### config.mk
export PLATFORM = sky130hd
export DESIGN_NAME = pic_nchan
export DESIGN_NICKNAME = d
export VERILOG_FILES = /design/src/rtl/pic_pkg.sv /design/src/rtl/pic_priority_resolver.sv /design/src/rtl/pic_nchan.sv
export SDC_FILE = /design/constraint.sdc
export NUM_CORES = 1
export LEC_CHECK = 0
export CORE_UTILIZATION = 45
export CTS_BUF_LIST = sky130_fd_sc_hd__clkbuf_4
export DETAILED_ROUTE_END_ITERATION = 6
export PLACE_DENSITY = 0.62
export SLEW_MARGIN = 20
export SYNTH_ARGS = -nofsm -noshare
export SYNTH_HDL_FRONTEND = slang
export SYNTH_SLANG_ARGS = --single-unit
### constraint.sdc
create_clock -name clk -period 6.7 [get_ports clk]
set_input_delay 1.675 -clock clk [delete_from_list [all_inputs] [get_ports clk]]
set_output_delay 1.675 -clock clk [all_outputs]
set_load 0.05 [all_outputs]
### src/rtl/pic_pkg.sv
// Shared constants for the pic_nchan interrupt controller: register map,
// command opcodes, handshake states and vector arithmetic.
package pic_pkg;

  localparam logic [1:0] ADDR_CTRL = 2'd0;
  localparam logic [1:0] ADDR_IMR  = 2'd1;
  localparam logic [1:0] ADDR_CMD  = 2'd2;
  localparam logic [1:0] ADDR_POLL = 2'd3;

  localparam logic [2:0] OP_NS_EOI  = 3'b001;
  localparam logic [2:0] OP_SP_EOI  = 3'b011;
  localparam logic [2:0] OP_ROT_EOI = 3'b101;
  localparam logic [2:0] OP_SET_PRI = 3'b110;

  localparam logic [0:0] ST_IDLE = 1'b0;
  localparam logic [0:0] ST_ACK1 = 1'b1;

  // A spurious acknowledge reports the last channel's vector.
  function automatic logic [7:0] spurious_ofs(input int num_irq);
    return 8'(num_irq - 1);
  endfunction

  function automatic logic [7:0] pic_vec(input logic [7:0] base, input logic [7:0] ofs);
    return base + ofs;
  endfunction

endpackage

### src/rtl/pic_priority_resolver.sv
// Rotating priority encoder: picks the highest-priority pending request and
// the highest-priority in-service channel, and applies fully-nested gating.
module pic_priority_resolver
  import pic_pkg::*;
#(
  parameter int NUM_IRQ = 16,
  parameter int ID_W    = $clog2(NUM_IRQ)
) (
  input  logic [NUM_IRQ-1:0] req,
  input  logic [NUM_IRQ-1:0] isr,
  input  logic [ID_W-1:0]    ptr,
  output logic [ID_W-1:0]    cand_id,
  output logic               cand_valid,
  output logic [ID_W-1:0]    isr_id,
  output logic               isr_any
);

  logic [ID_W:0]   pos;
  logic [ID_W-1:0] idx;
  logic [ID_W:0]   cand_rank;
  logic [ID_W:0]   isr_rank;
  logic            req_any;

  // Scan from lowest to highest priority so the last hit is the winner.
  always_comb begin
    pos       = '0;
    idx       = '0;
    cand_id   = '0;
    isr_id    = '0;
    req_any   = 1'b0;
    isr_any   = 1'b0;
    cand_rank = (ID_W+1)'(NUM_IRQ);
    isr_rank  = (ID_W+1)'(NUM_IRQ);
    for (int i = NUM_IRQ - 1; i >= 0; i--) begin
      pos = {1'b0, ptr} + (ID_W+1)'(i);
      if (pos >= (ID_W+1)'(NUM_IRQ)) pos = pos - (ID_W+1)'(NUM_IRQ);
      idx = pos[ID_W-1:0];
      if (req[idx]) begin
        cand_id   = idx;
        cand_rank = (ID_W+1)'(i);
        req_any   = 1'b1;
      end
      if (isr[idx]) begin
        isr_id   = idx;
        isr_rank = (ID_W+1)'(i);
        isr_any  = 1'b1;
      end
    end
    cand_valid = req_any && (cand_rank < isr_rank);
  end

endmodule

### src/rtl/pic_nchan.sv
// NUM_IRQ-channel programmable interrupt controller with INTA vector handshake.
// Define PIC_POLL_EN to make an addr-3 read perform a full poll acknowledge.
module pic_nchan
  import pic_pkg::*;
#(
  parameter int NUM_IRQ = 16
) (
  input  logic               clk,
  input  logic               reset,
  input  logic               chip_select,
  input  logic               read_enable,
  input  logic               write_enable,
  input  logic [1:0]         addr,
  input  logic [31:0]        data_in,
  output logic [31:0]        data_out,
  input  logic [NUM_IRQ-1:0] irq,
  input  logic               inta,
  output logic               int_out,
  output logic [7:0]         vector_out,
  output logic               vector_valid
);

  localparam int ID_W = $clog2(NUM_IRQ);

  logic [NUM_IRQ-1:0] irq_s_q, irq_s_d, irq_h_q, irq_h_d;
  logic [NUM_IRQ-1:0] irr_q, irr_d, isr_q, isr_d, imr_q, imr_d;
  logic [ID_W-1:0]    ptr_q, ptr_d, cand_q, cand_d;
  logic [0:0]         state_q, state_d;
  logic               spur_q, spur_d, level_q, level_d, aeoi_q, aeoi_d;
  logic [7:0]         base_q, base_d, vector_out_q, vector_out_d;
  logic               inta_q, inta_d, int_out_q, int_out_d;
  logic               vector_valid_q, vector_valid_d;
  logic [31:0]        data_out_q, data_out_d;

  logic [NUM_IRQ-1:0] isr_set, isr_clr, irr_clr;
  logic [ID_W-1:0]    cand_id, isr_id, id_idx;
  logic               cand_valid, isr_any;
  logic               wr_stb, rd_stb, ctrl_wr, imr_wr, cmd_wr, inta_fall, id_ok;
  logic [2:0]         opcode;
  logic [4:0]         cmd_id;
  logic               unused_data;

  function automatic logic [ID_W-1:0] next_ptr(input logic [ID_W-1:0] id);
    if (id == ID_W'(NUM_IRQ - 1)) return '0;
    return id + ID_W'(1);
  endfunction

  assign wr_stb    = ~chip_select & ~write_enable;
  assign rd_stb    = ~chip_select & ~read_enable;
  assign ctrl_wr   = wr_stb && (addr == ADDR_CTRL);
  assign imr_wr    = wr_stb && (addr == ADDR_IMR);
  assign cmd_wr    = wr_stb && (addr == ADDR_CMD);
  assign inta_fall = inta_q & ~inta;
  assign opcode    = data_in[7:5];
  assign cmd_id    = data_in[4:0];
  assign id_ok     = int'(cmd_id) < NUM_IRQ;
  assign id_idx    = cmd_id[ID_W-1:0];
  assign unused_data = ^data_in;

  pic_priority_resolver #(.NUM_IRQ(NUM_IRQ), .ID_W(ID_W)) u_resolver (
    .req        (irr_q & ~imr_q),
    .isr        (isr_q),
    .ptr        (ptr_q),
    .cand_id    (cand_id),
    .cand_valid (cand_valid),
    .isr_id     (isr_id),
    .isr_any    (isr_any)
  );

  always_comb begin
    irq_s_d        = irq;
    irq_h_d        = irq_s_q;
    imr_d          = imr_wr ? data_in[NUM_IRQ-1:0] : imr_q;
    ptr_d          = ptr_q;
    cand_d         = cand_q;
    state_d        = state_q;
    spur_d         = spur_q;
    level_d        = level_q;
    aeoi_d         = aeoi_q;
    base_d         = base_q;
    vector_out_d   = vector_out_q;
    vector_valid_d = 1'b0;
    inta_d         = inta;
    data_out_d     = data_out_q;
    isr_set        = '0;
    isr_clr        = '0;
    irr_clr        = '0;

    // EOI commands resolve against the ISR as it stood before any acknowledge.
    if (cmd_wr) begin
      case (opcode)
        OP_NS_EOI:  if (isr_any) isr_clr[isr_id] = 1'b1;
        OP_ROT_EOI: if (isr_any) begin
          isr_clr[isr_id] = 1'b1;
          ptr_d           = next_ptr(isr_id);
        end
        OP_SP_EOI:  if (id_ok) isr_clr[id_idx] = 1'b1;
        OP_SET_PRI: if (id_ok) ptr_d = next_ptr(id_idx);
        default: ;
      endcase
    end

    case (state_q)
      ST_IDLE: if (inta_fall) begin
        state_d = ST_ACK1;
        cand_d  = cand_id;
        spur_d  = ~cand_valid;
        if (cand_valid) begin
          isr_set[cand_id] = 1'b1;
          irr_clr[cand_id] = 1'b1;
        end
      end
      ST_ACK1: if (inta_fall) begin
        state_d        = ST_IDLE;
        vector_valid_d = 1'b1;
        vector_out_d   = spur_q ? pic_vec(base_q, spurious_ofs(NUM_IRQ))
                                : pic_vec(base_q, 8'(cand_q));
        if (aeoi_q && !spur_q) isr_clr[cand_q] = 1'b1;
      end
      default: state_d = ST_IDLE;
    endcase

`ifdef PIC_POLL_EN
    if (rd_stb && addr == ADDR_POLL && state_q == ST_IDLE && cand_valid && !inta_fall) begin
      irr_clr[cand_id] = 1'b1;
      if (!aeoi_q) isr_set[cand_id] = 1'b1;
    end
`endif

    if (rd_stb) begin
      case (addr)
        ADDR_CTRL: data_out_d = 32'(irr_q);
        ADDR_IMR:  data_out_d = 32'(imr_q);
        ADDR_CMD:  data_out_d = 32'(isr_q);
        default:   data_out_d = {cand_valid, 23'b0, pic_vec(base_q, 8'(cand_id))};
      endcase
    end

    // A new edge wins over a same-cycle acknowledge clear.
    if (level_q) irr_d = irq_s_q;
    else         irr_d = (irr_q & ~irr_clr) | (irq_s_q & ~irq_h_q);
    isr_d     = (isr_q & ~isr_clr) | isr_set;
    int_out_d = (state_d == ST_IDLE) && cand_valid;

    // Control write reinitialises everything and aborts any handshake.
    if (ctrl_wr) begin
      level_d        = data_in[0];
      aeoi_d         = data_in[1];
      base_d         = data_in[15:8];
      irr_d          = '0;
      isr_d          = '0;
      imr_d          = '0;
      irq_h_d        = '0;
      ptr_d          = '0;
      state_d        = ST_IDLE;
      int_out_d      = 1'b0;
      vector_valid_d = 1'b0;
      vector_out_d   = vector_out_q;
    end
  end

  always_ff @(posedge clk) begin
    if (reset) begin
      irq_s_q        <= '0;
      irq_h_q        <= '0;
      irr_q          <= '0;
      isr_q          <= '0;
      imr_q          <= '1;
      ptr_q          <= '0;
      cand_q         <= '0;
      state_q        <= ST_IDLE;
      spur_q         <= 1'b0;
      level_q        <= 1'b0;
      aeoi_q         <= 1'b0;
      base_q         <= '0;
      vector_out_q   <= '0;
      vector_valid_q <= 1'b0;
      inta_q         <= 1'b1;
      int_out_q      <= 1'b0;
      data_out_q     <= '0;
    end else begin
      irq_s_q        <= irq_s_d;
      irq_h_q        <= irq_h_d;
      irr_q          <= irr_d;
      isr_q          <= isr_d;
      imr_q          <= imr_d;
      ptr_q          <= ptr_d;
      cand_q         <= cand_d;
      state_q        <= state_d;
      spur_q         <= spur_d;
      level_q        <= level_d;
      aeoi_q         <= aeoi_d;
      base_q         <= base_d;
      vector_out_q   <= vector_out_d;
      vector_valid_q <= vector_valid_d;
      inta_q         <= inta_d;
      int_out_q      <= int_out_d;
      data_out_q     <= data_out_d;
    end
  end

  assign data_out     = data_out_q;
  assign int_out      = int_out_q;
  assign vector_out   = vector_out_q;
  assign vector_valid = vector_valid_q;

endmodule

==> results.sh <==
export IMPL_drt_pass1_iterations=6
export IMPL_setup_tns_ns=0
export IMPL_synthSimpleGateAreaFrac_pct=20.2
export IMPL_cts_made_buffers=17
export IMPL_drive_gt1_share_pct=17.4
export IMPL_clk_transition_reported_paths_ns=0.13
export IMPL_grt_pass1_vias=10700
export IMPL_setup_violations_final=0
export IMPL_synth_yosys_seq_area_share_pct=20.9
export IMPL_die_w_um=167
export IMPL_cell_internal_pwr_mw=1.23
export IMPL_floorplan_initialDensity_pct=45.7
export IMPL_route_detailed_drc=0
export IMPL_worstSkewPairLatency_ns=0.53
export IMPL_syn2layout_area_growth_pct=9.24
export IMPL_top_level_ports=98
export IMPL_critical_path_source_type="flip-flop"
export IMPL_gp_congestion=0.964
export IMPL_core_area_um2=26800
export IMPL_r2r_setup_slack_ns=0.85
export IMPL_power_switching_share_pct=33.2
export IMPL_combPwrFrac_pct=23.6
export IMPL_yosys_warnings=0
export IMPL_synthMuxAreaShare_pct=28.1
export IMPL_tritoncts="yes"
export IMPL_synth_distinct_cells=95
export IMPL_share_seq_of_total_power_pct=45.3
export IMPL_power_total_mw=1.84
export IMPL_unrepaired_setup_endpoints_after_global_routing="no"
export IMPL_fin_worst_skew_ns=0.0241
export IMPL_final_common_cell="sky130_fd_sc_hd__nand2_1"
export IMPL_synth_seq_cells=128
export IMPL_post_synth_instance_area_um2=12300
export IMPL_vdd_ir_drop_worst_mv=0.185
export IMPL_hold_slack_ns=0.468
export IMPL_htreeDepth=4
export IMPL_worst_slew_pin_transition_ns=1.15
export IMPL_post_dp_hpwl_um=31000
export IMPL_clkSinkCount=128
export IMPL_outcome="completed"
export IMPL_mostFrequentLayoutCells="sky130_fd_sc_hd__nand2_1, sky130_fd_sc_hd__dfxtp_1, sky130_fd_sc_hd__mux4_2, sky130_fd_sc_hd__nor2_1, sky130_fd_sc_hd__a21oi_1"
export IMPL_timing_max_slew_rel_slack_pct=23.1
export IMPL_cts_hold_fix_buffers=0
export IMPL_synth_xor_area_share_pct=2.05
export IMPL_syn_instance_count=1364
export IMPL_route_final_wire_length_um=41200
export IMPL_relative_contribution_of_the_clock_network_to_total_power_pct=31.1
export IMPL_critPathRequiredTime_ns=7.11
export IMPL_max_cap_viol_count=0
export IMPL_wire_length_of_the_first_global_routing_pass_um=63300
export IMPL_grt_antenna_before_repair=1
export IMPL_crit_type="reg2reg"
export IMPL_fin_crit_ns=5.85
export IMPL_synth_adder_area_share_pct=3.19
export IMPL_cts_root_buf="sky130_fd_sc_hd__clkbuf_4"
export IMPL_power_density_nw_per_um2=137
export IMPL_portBuffers=66
export IMPL_final_max_slew_viol_count=0
export IMPL_grt_ovfl_total=0
export IMPL_synth_top_family_by_area="multiplexers"
export IMPL_grt_overall_usage_pct=29.4
export IMPL_compound_gate_portion_of_the_synthesized_area_pct=19.7
export IMPL_count_of_flip_flops_with_a_built_in_enable_after_synthesis=0
export IMPL_drt_antenna_violating_nets=0
export IMPL_p_leak_nw=4.73
export IMPL_drtIter0Drc=1230
export IMPL_overall_die_area_um2=27900
export IMPL_asyncSetResetFlopFracSynth_pct=0
export IMPL_grt_max_degree=58
export IMPL_detailroute_via_count=11400
export IMPL_number_of_buffers_inserted_by_post_cts_setup_repair=0
export IMPL_nets=1467
export IMPL_final_hold_violation_count=0
export IMPL_ctsResizeCount=0
export IMPL_cts_max_path_buffers=2
export IMPL_timing_critical_path_to_type="flip-flop"
export IMPL_syn_area_per_cell_um2=8.98
export IMPL_timing_final_crit_share_pct=87.3
export IMPL_cp_data_arrival_time_ns=6.26
export IMPL_die_y_um=167
export IMPL_ys_flop_type="sky130_fd_sc_hd__dfxtp_1"
export IMPL_critical_path_max_fanout=19
export IMPL_detail_route_vias_per_cell=6.58
export IMPL_fmax_mhz=171
export IMPL_switchingPower_mw=0.610
export IMPL_worst_hold_path_type="reg2reg"
export IMPL_routedWlPerCell_um=23.7
export IMPL_number_of_cell_rows=60
-- power groups by stage --
stage / clock [mW] / sequential (mW) / combinational, mW
floorplan: 0 / 0.863 / 0.278
global placement: 0 / 0.848 / 0.423
detailed placement: 0 / 0.849 / 0.426
CTS: 0.580 / 0.832 / 0.428
global route: 0.614 / 0.838 / 0.464
finish: 0.571 / 0.832 / 0.433
-- registers in the layout, summed over array words and instances, names as in the netlist --
name          flops
aeoi_q            1
ptr_q             4
irq_s_q          16
inta_q            1
imr_q            16
irr_q            16
data_out         17
cand_q            4
spur_q            1
base_q            8
irq_h_q          16
vector_valid      1
vector_out        8
state_q           1
isr_q            16
int_out           1
level_q           1
-- cells in the mapped netlist, drive strengths merged (9+ instances only) --
master   instances  share of area [%]
clkbuf          65                2.0
a21o            18                1.1
mux2            26                2.4
nor3            28                1.2
and2            33                1.7
mux4           113                 21
a211o           18                1.3
nand2          139                4.3
mux2i           60                4.9
o22ai           13               0.66
a21oi           70                2.9
ha              28                2.9
buf             54                3.0
o2111ai         12               0.86
dfxtp          128                 21
or2              9               0.46
o21ai           59                2.4
nor2           114                3.5
inv             24               0.74
a31oi           13               0.79
o211ai          12               0.78
nand2b          51                2.7
nor2b           43                2.2
nand3           32                1.3
xnor2           19                1.4
a211oi          40                2.6
a221oi          12               0.91
-- worst paths after layout --
check | startpoint | end | cells past startpoint
setup / recovery | ptr_q[2] | irr_q[0] | 16
hold / removal | aeoi_q | aeoi_q | 2
setup reg to reg | ptr_q[2] | irr_q[0] | 16
hold reg to reg | aeoi_q | aeoi_q | 2
-- critical path, stage by stage (launching register included) --
cell and delay [ns]:
sky130_fd_sc_hd__dfxtp_1 0.66, sky130_fd_sc_hd__buf_4 0.33, sky130_fd_sc_hd__inv_2 0.06, sky130_fd_sc_hd__buf_4 0.24
sky130_fd_sc_hd__ha_1 0.47, sky130_fd_sc_hd__clkinv_1 0.49, sky130_fd_sc_hd__mux4_2 0.74, sky130_fd_sc_hd__nor3_1 0.29
sky130_fd_sc_hd__nor2b_1 0.52, sky130_fd_sc_hd__nand2b_1 0.12, sky130_fd_sc_hd__ha_1 0.31, sky130_fd_sc_hd__a21o_1 0.19
sky130_fd_sc_hd__a211oi_4 0.27, sky130_fd_sc_hd__o211a_2 0.41, sky130_fd_sc_hd__and4_4 0.30, sky130_fd_sc_hd__nand2_1 0.06
sky130_fd_sc_hd__a32o_1 0.26
-- per-stage QoR --
| stage | instance area (um2) | instances | setup slack (ns) | utilization [%] |
|---|---|---|---|---|
| finish | 13400 | 1736 | 0.850 | 49.9 |
| global route | 13400 | 1736 | 0.546 | 49.9 |
| floorplan | 12300 | 1378 | 0.948 | - |
| detailed placement | 13100 | 1703 | 1.03 | 48.7 |
| global placement | 13100 | 1703 | 1.01 | 48.7 |
| CTS | 13400 | 1735 | 0.988 | 49.9 |
-- layer usage --
layer / share of wire, % / track usage, %
met3: 7.9 / 4.54
met4: 3.4 / 11.5
met5: 0 / 0
met2: 47 / 48.1
met1: 42 / 39.0
-- area by class of cell --
class	count	area [um2]
tap	341	427
clock buffer	17	128
inverter	25	93.8
clock inverter	15	185
timing repair buffer	103	933
sequential	128	2570
fill	2554	13400
multi-input combinational	1106	9050
antenna	1	2.50
-- logic make-up after synthesis --
family | Yosys count
adder cells (fa/ha/maj) | 30
AO/OA/AOI/OAI | 341
buffers and inverters | 144
XOR/XNOR | 27
multiplexers | 199
AND/OR/NAND/NOR | 494
flip-flops | 128
other | 1
No activity file was read; power rests on OpenSTA's default activity.
